`config.mk`:
```
export PLATFORM = sky130hd
export DESIGN_NAME = phy_word_packer
export DESIGN_NICKNAME = d
export VERILOG_FILES = /design/src/rtl/phy_pkg.sv /design/src/rtl/phy_word_packer.sv
export SDC_FILE = /design/constraint.sdc
export NUM_CORES = 1
export LEC_CHECK = 0
export BUFFER_PORTS_ARGS = -buffer_cell sky130_fd_sc_hd__buf_2
export CAP_MARGIN = 10
export CORE_ASPECT_RATIO = 0.9
export CORE_MARGIN = 2
export CORE_UTILIZATION = 54
export CTS_CLUSTER_DIAMETER = 40
export DETAILED_ROUTE_END_ITERATION = 10
export PLACE_DENSITY = 0.74
export REMOVE_ABC_BUFFERS = 1
export SKIP_CTS_REPAIR_TIMING = 1
export SLEW_MARGIN = 5
export SYNTH_ARGS = -nofsm -noshare
export SYNTH_HDL_FRONTEND = slang
export SYNTH_SLANG_ARGS = --single-unit
```
`constraint.sdc`:
```
create_clock -name clk_4f_c -period 2.5 [get_ports clk_4f_c]
set_input_delay 0 -clock clk_4f_c [delete_from_list [all_inputs] [get_ports clk_4f_c]]
set_output_delay 0 -clock clk_4f_c [all_outputs]
set_load 0.005 [all_outputs]
```
`src/rtl/phy_pkg.sv`:
```
// Shared PHY receive-path definitions: lane-order encoding and width helper.
package phy_pkg;

  typedef enum logic {
    LANE_LSB_FIRST = 1'b0,
    LANE_MSB_FIRST = 1'b1
  } lane_order_e;

  // Bits needed to hold the values 0..n inclusive.
  function automatic int unsigned clog2_p1(input int unsigned n);
    int unsigned w;
    w = 0;
    for (int unsigned v = n; v != 0; v = v >> 1) w++;
    return w;
  endfunction

endpackage

```
`src/rtl/phy_word_packer.sv`:
```
// Serial-to-parallel lane packer with ready/valid on both sides, flush of
// partial words with lane count, and optional discard of partial words on gaps.
module phy_word_packer
  import phy_pkg::*;
#(
  parameter int IN_W        = 8,
  parameter int RATIO       = 4,
  parameter int MSB_FIRST   = 1,
  parameter int DROP_ON_GAP = 0,
  localparam int OUT_W      = IN_W * RATIO,
  localparam int CW         = clog2_p1(RATIO)
) (
  input  logic             clk_4f_c,
  input  logic             reset,
  input  logic             in_valid,
  output logic             in_ready,
  input  logic [IN_W-1:0]  in_data,
  input  logic             flush,
  output logic             out_valid,
  input  logic             out_ready,
  output logic [OUT_W-1:0] out_data,
  output logic [CW-1:0]    out_lanes,
  output logic             drop_err
);

  if (RATIO < 2 || IN_W < 1) begin : g_param_check
    $error("phy_word_packer: RATIO must be >= 2 and IN_W >= 1");
  end

  localparam lane_order_e ORDER = (MSB_FIRST != 0) ? LANE_MSB_FIRST : LANE_LSB_FIRST;

  logic [CW-1:0]    cnt;
  logic [OUT_W-1:0] pack;
  logic             pend;

  logic             can_load;
  logic             flush_req;
  logic             last_slot;
  logic             accept;
  logic             complete;
  logic             emit;
  logic             gap_drop;
  logic [CW-1:0]    fill;
  logic [OUT_W-1:0] merged;

  assign can_load  = !out_valid || out_ready;
  // A flush that met a full output is remembered until it can be emitted.
  assign flush_req = flush || pend;
  assign last_slot = (cnt == CW'(RATIO - 1));
  assign in_ready  = can_load || (!last_slot && !flush_req);
  assign accept    = in_valid && in_ready;
  assign fill      = cnt + CW'(accept);
  assign complete  = accept && last_slot;
  assign emit      = complete || (flush_req && can_load && (fill != '0));
  assign gap_drop  = (DROP_ON_GAP != 0) && !in_valid && (cnt != '0) && !flush_req;

  always_comb begin
    merged = pack;
    for (int unsigned i = 0; i < RATIO; i++) begin
      if (accept && (cnt == CW'(i))) begin
        if (ORDER == LANE_MSB_FIRST)
          merged[(RATIO - 1 - i) * IN_W +: IN_W] = in_data;
        else
          merged[i * IN_W +: IN_W] = in_data;
      end
    end
  end

  always_ff @(posedge clk_4f_c) begin
    if (!reset) begin
      cnt       <= '0;
      pack      <= '0;
      pend      <= 1'b0;
      out_valid <= 1'b0;
      out_data  <= '0;
      out_lanes <= '0;
      drop_err  <= 1'b0;
    end else begin
      drop_err <= (in_valid && !in_ready) || gap_drop;
      if (emit) begin
        out_valid <= 1'b1;
        out_data  <= merged;
        out_lanes <= fill;
        cnt       <= '0;
        pack      <= '0;
        pend      <= 1'b0;
      end else begin
        if (out_ready) out_valid <= 1'b0;
        if (gap_drop) begin
          cnt  <= '0;
          pack <= '0;
        end else begin
          cnt  <= fill;
          pack <= merged;
        end
        pend <= flush_req && !can_load && (fill != '0);
      end
    end
  end

endmodule

```
Yosys cells after proc, flatten, opt, wreduce, memory -nomap -nowiden
Cells that the tools add are included.
{"block": "word_totals", "ff_bits": 73, "latchBits": 0, "ram_bits": 0, "mem_bits_ro": 0, "output_inout_bits": 38, "n_memories": 0}
{"block": "classes", "add_sub_neg": 1, "multipliers": 0, "n_div": 0, "n_lt_le_gt_ge": 0, "eq_ne": 3, "shift": 0, "muxes": 6, "bitwise_logic": 1, "n_reduce_logical": 24}
{"op": "$mux W8", "count": 3}
{"op": "$mux W16", "count": 1}
{"op": "$logic_and A1 B1 Y1", "count": 11}
{"op": "$eq A3 B2 Y1 const B", "count": 2}
{"op": "$logic_not A1 Y1", "count": 5}
{"op": "$logic_or A1 B1 Y1", "count": 4}
{"op": "$add A3 B1 Y3", "count": 1}
{"op": "$eq A3 B1 Y1 const B", "count": 1}
{"op": "$logic_not A3 Y1", "count": 1}
{"op": "$reduce_bool A3 Y1", "count": 1}
{"op": "$mux W1", "count": 2}
{"op": "$reduce_bool A2 Y1", "count": 1}
{"op": "$reduce_or A2 Y1", "count": 1}
{"op": "$not A1 Y1", "count": 1}

Logic depth before layout (Yosys ltp)
Gate-level depths: netlist (run 1).
{"block": "depth", "word_depth": 10, "depth_mapped": 12, "mapped_depth_nobuf": 10}

Worst setup path before layout (run 1)
No wires, ideal clock.
{"block": "synth_timing", "kind": "register to register", "startpoint": "register cnt[1]", "endpoint": "register out_data[11]", "setup_ns": 0.070, "arrival_ns": 2.288, "t_required_ns": 2.430, "setup_slack_ns": 0.142, "stages_incl_launch_ff": 12, "path_buffers": 1, "period_less_slack_ns": 2.358, "cell_sequence": "dfxtp_1 -> nand2_1 -> o21ai_0 -> nand2_1 -> and2_1 -> ha_1 -> ha_1 -> o22ai_1 -> o211ai_4 -> a21boi_4 -> buf_2 -> o2bb2ai_1"}
{"block": "synth_via", "elab_chain_cells": 9, "word_cells_on_any_way": 13, "classes_between": "1 x add/sub; 2 x eq/ne; 1 x mux; 9 x reduce/logical"}
{"item": "from (decl)", "line": "phy_word_packer.sv:32", "text": "logic [CW-1:0] cnt;"}
{"item": "from (signal assigned)", "line": "phy_word_packer.sv:93", "text": "cnt <= fill;"}
{"item": "$eq A3 B2 Y1", "line": "phy_word_packer.sv:49", "text": "assign last_slot = (cnt == CW'(RATIO - 1));"}
{"item": "$logic_not A1 Y1", "line": "phy_word_packer.sv:50", "text": "assign in_ready = can_load || (!last_slot && !flush_req);"}
{"item": "$logic_and A1 B1 Y1", "line": "phy_word_packer.sv:50"}
{"item": "$logic_or A1 B1 Y1", "line": "phy_word_packer.sv:50"}
{"item": "net in_ready", "line": "phy_word_packer.sv:16", "text": "output logic in_ready,"}
{"item": "$logic_and A1 B1 Y1", "line": "phy_word_packer.sv:51", "text": "assign accept = in_valid && in_ready;"}
{"item": "$add A3 B1 Y3", "line": "phy_word_packer.sv:52", "text": "assign fill = cnt + CW'(accept);"}
{"item": "net fill[1]", "line": "phy_word_packer.sv:43", "text": "logic [CW-1:0] fill;"}
{"item": "$reduce_bool A3 Y1", "line": "phy_word_packer.sv:54", "text": "assign emit = complete || (flush_req && can_load && (fill != '0));"}
{"item": "$logic_and A1 B1 Y1", "line": "phy_word_packer.sv:54"}
{"item": "$logic_or A1 B1 Y1", "line": "phy_word_packer.sv:54"}
{"item": "to (signal assigned)", "line": "phy_word_packer.sv:82", "text": "out_data <= merged;"}
{"item": "to (decl)", "line": "phy_word_packer.sv:21", "text": "output logic [OUT_W-1:0] out_data,"}
The timed path passes the listed nets, and every way through them passes these cells.
A chain may end at the register's enable or synchronous reset.

Worst setup path in the final report (run 1)
{"block": "layout_timing", "startpoint": "register out_valid", "endpoint": "register out_lanes[1]"}
{"block": "layout_via", "elab_chain_cells": 8, "word_cells_on_any_way": 10, "classes_between": "1 x add/sub; 9 x reduce/logical"}
{"item": "from (decl)", "line": "phy_word_packer.sv:19", "text": "output logic out_valid,"}
{"item": "from (signal assigned)", "line": "phy_word_packer.sv:74", "text": "out_valid <= 1'b0;"}
{"item": "from (signal assigned)", "line": "phy_word_packer.sv:81", "text": "out_valid <= 1'b1;"}
{"item": "from (signal assigned)", "line": "phy_word_packer.sv:88", "text": "if (out_ready) out_valid <= 1'b0;"}
{"item": "$logic_not A1 Y1 (*)", "line": "phy_word_packer.sv:46", "text": "assign can_load = !out_valid || out_ready;"}
{"item": "$logic_or A1 B1 Y1 (*)", "line": "phy_word_packer.sv:46"}
{"item": "$logic_or A1 B1 Y1 (*)", "line": "phy_word_packer.sv:50"}
{"item": "$logic_and A1 B1 Y1 (*)", "line": "phy_word_packer.sv:51"}
{"item": "$add A3 B1 Y3 (*)", "line": "phy_word_packer.sv:52"}
{"item": "net fill[1]", "line": "phy_word_packer.sv:43"}
{"item": "$reduce_bool A3 Y1", "line": "phy_word_packer.sv:54"}
{"item": "$logic_and A1 B1 Y1", "line": "phy_word_packer.sv:54"}
{"item": "$logic_or A1 B1 Y1", "line": "phy_word_packer.sv:54"}
{"item": "to (signal assigned)", "line": "phy_word_packer.sv:83", "text": "out_lanes <= fill;"}
{"item": "to (decl)", "line": "phy_word_packer.sv:22", "text": "output logic [CW-1:0] out_lanes,"}
Mark *: on every way through the listed nets, which the timed path passes. The rest lies on a longest branch.

==> results.ini, run 1 <==
[cts]
cts_buffer_depth=2
cts_tree=built
cts-buffers-inserted=9
cts.sinks=73
clkTransAtPathRegs_ns=0.07
clock_latency_ns=0.34
cts_max_level=3
clock-root-buffer=clkbuf_8

[pwr]
sw_frac_of_total=0.2365
p_sw_uw=626.6
p_int_mw=2.023
leakagePower_nw=1.483
ir_drop_mv=0.5141
p_clk_frac=0.417
power_frac_seq=0.463
powerDensity_nw_per_um2=805.0
power_mw=2.650
pwr-share-comb=0.121

[synth]
syn_inst=215
synth_seq_cells=73
synth_mux_area_frac=0.1213
ys_types=30
synthAdderAreaFrac=0.009479
synth_most_common_cell=dfxtp_1
synthXorXnorAreaFrac=0.006161
ys_async_sr_fraction=0
synth_top_area_frac=0.5536
ys_warn_count=0
synthTopCellsByCount=dfxtp_1 (73), nor2_1 (35), mux2i_1 (32), o2bb2ai_1 (32), buf_6 (7)
yosysSeqAreaShare=0.5536
synth_top_family_by_area=compound AO/OA/AOI/OAI gates
yosys.area_share.simple=0.1043
yosysTopAreaCell=dfxtp_1
synth_compound_area_frac=0.1597
synth.area.top_cells=dfxtp_1 (55%), mux2i_1 (12%), o2bb2ai_1 (11%), nor2_1 (5.0%), buf_6 (3.0%)
syn_area_um2=2640
avgSynthCellArea_um2=12.28
synth_edf_count=0
synth_ff_type=dfxtp_1

[outcome]
failed_checks=negative hold slack
status=finished with violations

[layout]
post-route-util=0.6895
num-nets-final=294
area_growth_pct=24.69
layout.cells.non_filler=348
diodes=0
drive_gt1_frac=0.3251

[floorplanning]
pin_count=51
initial_core_util=0.5529
core_um2=4775
rows=24
die_w_um=77.71
die_h_um=70.34
die_area_um2=5465

[placement]
dp.cells=323
io_buffers=50
dp_hpwl_um=3067
routabilityCongestion=0.8263

[global_routing]
grt_pass1_vias=1761
overflow=0
grt_max_degree=37
antenna_found_initial=0
grt_use_total=0.1979
grt_pass1_wl_um=8259

[sta]
timing.setup.tns_ns=0
slew_headroom=0.5035
finalSetupViolations=0
worst_slew_pin_slew_ns=0.7447
rsz0062_at_grt=false
finalHoldViolCount=4
finalMaxSlewViolations=0
post-route-period-util=0.9468
finalCriticalPeriod_ns=2.367
fin_worst_skew_ns=0.007414
hold_ws_ns=-0.02407
timing.fmax_mhz=422.5

[drt]
wl_per_cell_um=15.09
drcViolationCount=0
drt_iter0_markers=56
dr.pass1.iters=4
wirelength_um=5250
ant_nets=0
avgViaCountPerCell=5.198
via_count=1809

[worst_setup_path]
cpMostUsedCell=ha_1
required_ns=2.77
slowest_delay_ns=0.40
crit_chain=and2b_2, nand2_1, and2_1, ha_1, ha_1, o22ai_2, o211ai_4, a21boi_4, buf_12, o2bb2ai_1
cp_slowest_cell=dfxtp_1
path_buf_inv=1
critPathArrivalTime_ns=2.64
crit_family=compound AO/OA/AOI/OAI gates
crit_fanout=35
cp-start-kind=flip-flop
end_kind=flip-flop
crit_type=reg -> reg

[hold_path]
hp-class=in -> reg

[flow_run]
max_cap_violations=0

-- layer usage --
layer	vias to the layer above	part of all wire	GRT usage
met5	-	0	0
met4	0	0.0082	0.07143
met3	5	0.039	0.07364
met2	39	0.47	0.3094
met1	861	0.48	0.2502
li1	904	-	-
-- power by group through the flow --
| stage | clock network, mW | logic, mW | registers (mW) |
|---|---|---|---|
| detailed placement | 0 | 0.286 | 1.25 |
| global route | 1.18 | 0.347 | 1.23 |
| CTS | 1.12 | 0.289 | 1.23 |
| floorplan | 0 | 0.169 | 1.26 |
| global placement | 0 | 0.284 | 1.25 |
| finish | 1.10 | 0.319 | 1.23 |
-- path summary, 6_finish.rpt --
kind                     from            to  slack (ns)  cells after the start
setup / recovery    out_valid  out_lanes[1]        0.13                     10
hold / removal     in_data[1]       pack[1]       -0.02                      3
setup reg to reg    out_valid  out_lanes[1]        0.13                     10
hold reg to reg   out_data[1]   out_data[1]        0.46                      1
-- final cells by class --
type	count	area (um2)
fillers	379	1483
flip-flops and latches	73	1463
multi-input cells	130	1094
repair buffers	63	405.4
clock buffers	10	137.6
clock inverters	5	103.9
well taps	65	81.33
inverters	2	7.507
-- worst register-to-register path, cell delays in order, from the launching register on --
cell	delay (ns)
dfxtp_1	0.40
and2b_2	0.21
nand2_1	0.07
and2_1	0.16
ha_1	0.17
ha_1	0.31
o22ai_2	0.22
o211ai_4	0.17
a21boi_4	0.20
buf_12	0.21
o2bb2ai_1	0.16
-- through the flow --
stage	instance area [um2]	setup WS [ns]	hold slack (ns)
2_1_floorplan	2527	-0.05378	0.1249
3_3_place_gp	2914	0.06746	0.3132
3_5_place_dp	2914	0.004685	0.3183
4_1_cts	3156	-0.01039	-0.04534
5_1_grt	3292	0.006202	0.007420
6_report	3292	0.1330	-0.02407
-- cells in the final DEF, fill, tap and decap left out, types with 2 or more instances in the layout --
cell type and instances:
inv_1 2, buf_4 2, o21ai_2 4, and4bb_2 2
buf_12 3, bufinv_16 3, nor2_1 35, dfxtp_1 72
buf_2 50, mux2i_1 32, ha_1 2, nand2_1 4
dlygate4sd3_1 8, nand3_4 2, o2bb2ai_2 3, o2bb2ai_1 32
clkbuf_8 10
-- state kept, by name, indices dropped and copies added (netlist names) --
register and cells:
out_data 32, pack 32, cnt 3, out_lanes 3, drop_err 1, out_valid 1, pend 1
-- cell families (layout without fill, tap and decap cells) --
kind of cell / count (synthesis) / in the layout
multiplexers: 32 / 32
flip-flops: 73 / 73
AO/OA/AOI/OAI: 44 / 44
buffers and inverters: 13 / 80
adder cells (fa/ha/maj): 2 / 2
AND/OR/NAND/NOR: 50 / 51
XOR/XNOR: 1 / 1
Power figures use the tool's default switching activity.
==> run 2, diff against run 1 <==
- ABC_AREA: unset -> 1
- CORE_UTILIZATION: 54 -> 59
- PLACE_DENSITY: 0.74 -> 0.79
- clock period: 2.5 -> 3 ns (I/O delays scaled with it)
==> results.ini, run 2 <==
[synth]
synth_ff_type=dfxtp_1
synth_most_common_cell=nand2_1
synth.area.top_cells=dfxtp_1 (50%), nand2_1 (22%), and2_1 (6.9%), nand4_1 (6.9%), nand2_2 (1.7%)
yosysTopAreaCell=dfxtp_1
synth_top_family_by_area=simple AND/OR/NAND/NOR gates
synth_mux_area_frac=0  ; -0.1213
syn_area_um2=2910  ; +10%
synth_top_area_frac=0.5021  ; -0.05140
synthXorXnorAreaFrac=0  ; -0.006161
ys_warn_count=0  ; unchanged
ys_types=23  ; -23%
yosysSeqAreaShare=0.5021  ; -0.05140
synth_edf_count=0  ; unchanged
avgSynthCellArea_um2=7.740  ; -37%
syn_inst=376  ; +75%
ys_async_sr_fraction=0  ; unchanged
synthAdderAreaFrac=0.008598  ; -0.0008802
synth_compound_area_frac=0.009458  ; -0.1503
synth_seq_cells=73  ; unchanged
yosys.area_share.simple=0.4222  ; +0.3179
synthTopCellsByCount=nand2_1 (174), dfxtp_1 (73), and2_1 (32), nand4_1 (32), inv_1 (12)

[pwr]
ir_drop_mv=0.4223  ; -18%
powerDensity_nw_per_um2=605.7  ; -25%
leakagePower_nw=1.764  ; +19%

[placement]
dp_hpwl_um=3896  ; +27%
place_area_um2=3173  ; +8.9%
routabilityCongestion=0.7886  ; -4.6%
io_buffers=50  ; unchanged

[sta]
fin_worst_skew_ns=0.005678  ; -0.001736 ns
rsz0062_at_grt=false
finalHoldViolCount=0  ; -4
timing.fmax_mhz=392.5  ; -7.1%
hold_ws_ns=0.004427  ; +0.02850 ns
worst_slew_pin_slew_ns=0.5643  ; -0.1804 ns
post-route-period-util=0.8493  ; -0.09748
slew_headroom=0.6218  ; +0.1183
finalMaxSlewViolations=0  ; unchanged
finalSetupViolations=0  ; unchanged
finalCriticalPeriod_ns=2.548  ; +0.1810 ns

[worst_setup_path]
regToRegSetupSlack_ns=0.45  ; +0.32 ns
end_kind=flip-flop
critPathArrivalTime_ns=2.83  ; +0.19 ns
cp-start-kind=flip-flop
crit_type=reg -> reg
rr_worst_depth=14  ; +4
endpoint=cnt[0]
r2r-start=cnt[2]
startpoint=cnt[2]
crit_fanout=44  ; +26%
r2r_end=cnt[0]
required_ns=3.28  ; +0.51 ns

[global_routing]
grt_pass1_wl_um=10590  ; +28%
grt_pass1_vias=2355  ; +34%
grt_use_total=0.2420  ; +0.04414
grt_max_degree=45  ; +22%
antenna_found_initial=0  ; unchanged
overflow=0  ; unchanged

[drt]
drt_iter0_markers=120  ; +110%
drcViolationCount=0  ; unchanged
wirelength_um=6127  ; +17%
via_count=2480  ; +37%
ant_nets=0  ; unchanged
dr.pass1.iters=4  ; unchanged
avgViaCountPerCell=5.010  ; -3.6%
wl_per_cell_um=12.38  ; -18%

[layout]
mostFrequentLayoutCell=nand2_1
final_cell_mix=nand2_1 (174), dfxtp_1 (73), buf_2 (50)
diodes=0  ; unchanged
fin_area_um2=3398  ; +3.2%
drive_gt1_frac=0.2047  ; -0.1204
top_regs=out_data (32), pack (32)
area_growth_pct=16.77
num-nets-final=440  ; +50%

[cts]
cts.sinks=73  ; unchanged
clock-root-buffer=clkbuf_8
clkTransAtPathRegs_ns=0.07  ; about the same
cts-buffers-inserted=9  ; unchanged
clock_latency_ns=0.35  ; about the same
cts_max_level=3  ; unchanged
cts_tree=built
cts_buffer_depth=2  ; unchanged

[hold_path]
hp-class=in -> reg

[floorplanning]
initial_core_util=0.6057  ; +0.05279
pin_count=51  ; unchanged
rows=24  ; unchanged
die_w_um=78.03  ; +0.42%
core_um2=4805  ; +0.63%
die_area_um2=5511  ; +0.84%
die_h_um=70.63  ; +0.42%

[outcome]
status=complete, no violations

[flow_run]
max_cap_violations=0  ; unchanged

run 2: worst min path at each step:
stage	start	cells past startpoint	slack [ns]	end
global route	out_ready	4	0.05	pend
CTS	in_valid	3	-0.07	drop_err
finish	out_ready	4	0.004	out_valid
floorplan	in_valid	2	0.14	drop_err
global placement	in_valid	3	0.30	drop_err
detailed placement	in_valid	3	0.30	drop_err
run 2: cell type report:
class                      instances  area (um2)
sequential                        73        1461
fill                             410        1406
multi-input combinational        271        1286
timing repair buffer              57       305.3
clock buffer                      12       165.2
tap                               65       81.33
clock inverter                     4       50.05
inverter                          13       48.80
run 2: cell families after synthesis:
family / Yosys count
AOI/OAI and AO/OA: 3
and+or+nand+nor: 266
adders and majority gates: 2
buffers and inverters: 32
DFF: 73
run 2: critical path, stage by stage (launching register included):
cell and delay [ns]:
dfxtp_1 0.57, inv_2 0.06, nand3_1 0.07, nand2_1 0.06, a21oi_1 0.14, ha_1 0.16
ha_1 0.24, nor2_1 0.09, nand3_1 0.12, nand2_2 0.12, nand2_1 0.09, nor2_4 0.11
buf_4 0.36, inv_1 0.15, nor2_1 0.11
run 2: power breakdown:
group | switching, mW | total (mW) | internal, mW
clock network | 0.362 | 0.812 | 0.451
registers | 0.0173 | 1.02 | 1.00
logic | 0.152 | 0.226 | 0.0739
total | 0.531 | 2.06 | 1.53
run 2: metal layers:
| layer | part of all wire | vias up | wire length, um | GRT usage |
|---|---|---|---|---|
| li1 | - | 1285 | - | - |
| met1 | 0.45 | 1117 | 2782 | 0.3222 |
| met2 | 0.46 | 70 | 2796 | 0.3841 |
| met3 | 0.079 | 8 | 481 | 0.07143 |
| met4 | 0.011 | 0 | 67 | 0.07407 |
| met5 | 0 | - | 0 | 0 |
run 2: metrics by stage:
step,instances,power [mW],util,worst slack [ns],setup TNS [ns]
floorplan,357,1.176,-,-0.02107,-0.06321
global placement,478,1.261,0.6604,0.6135,0
detailed placement,478,1.267,0.6604,0.4606,0
CTS,494,2.069,0.7052,0.4450,0
global route,495,2.135,0.7073,0.2426,0
finish,495,2.058,0.7073,0.4520,0
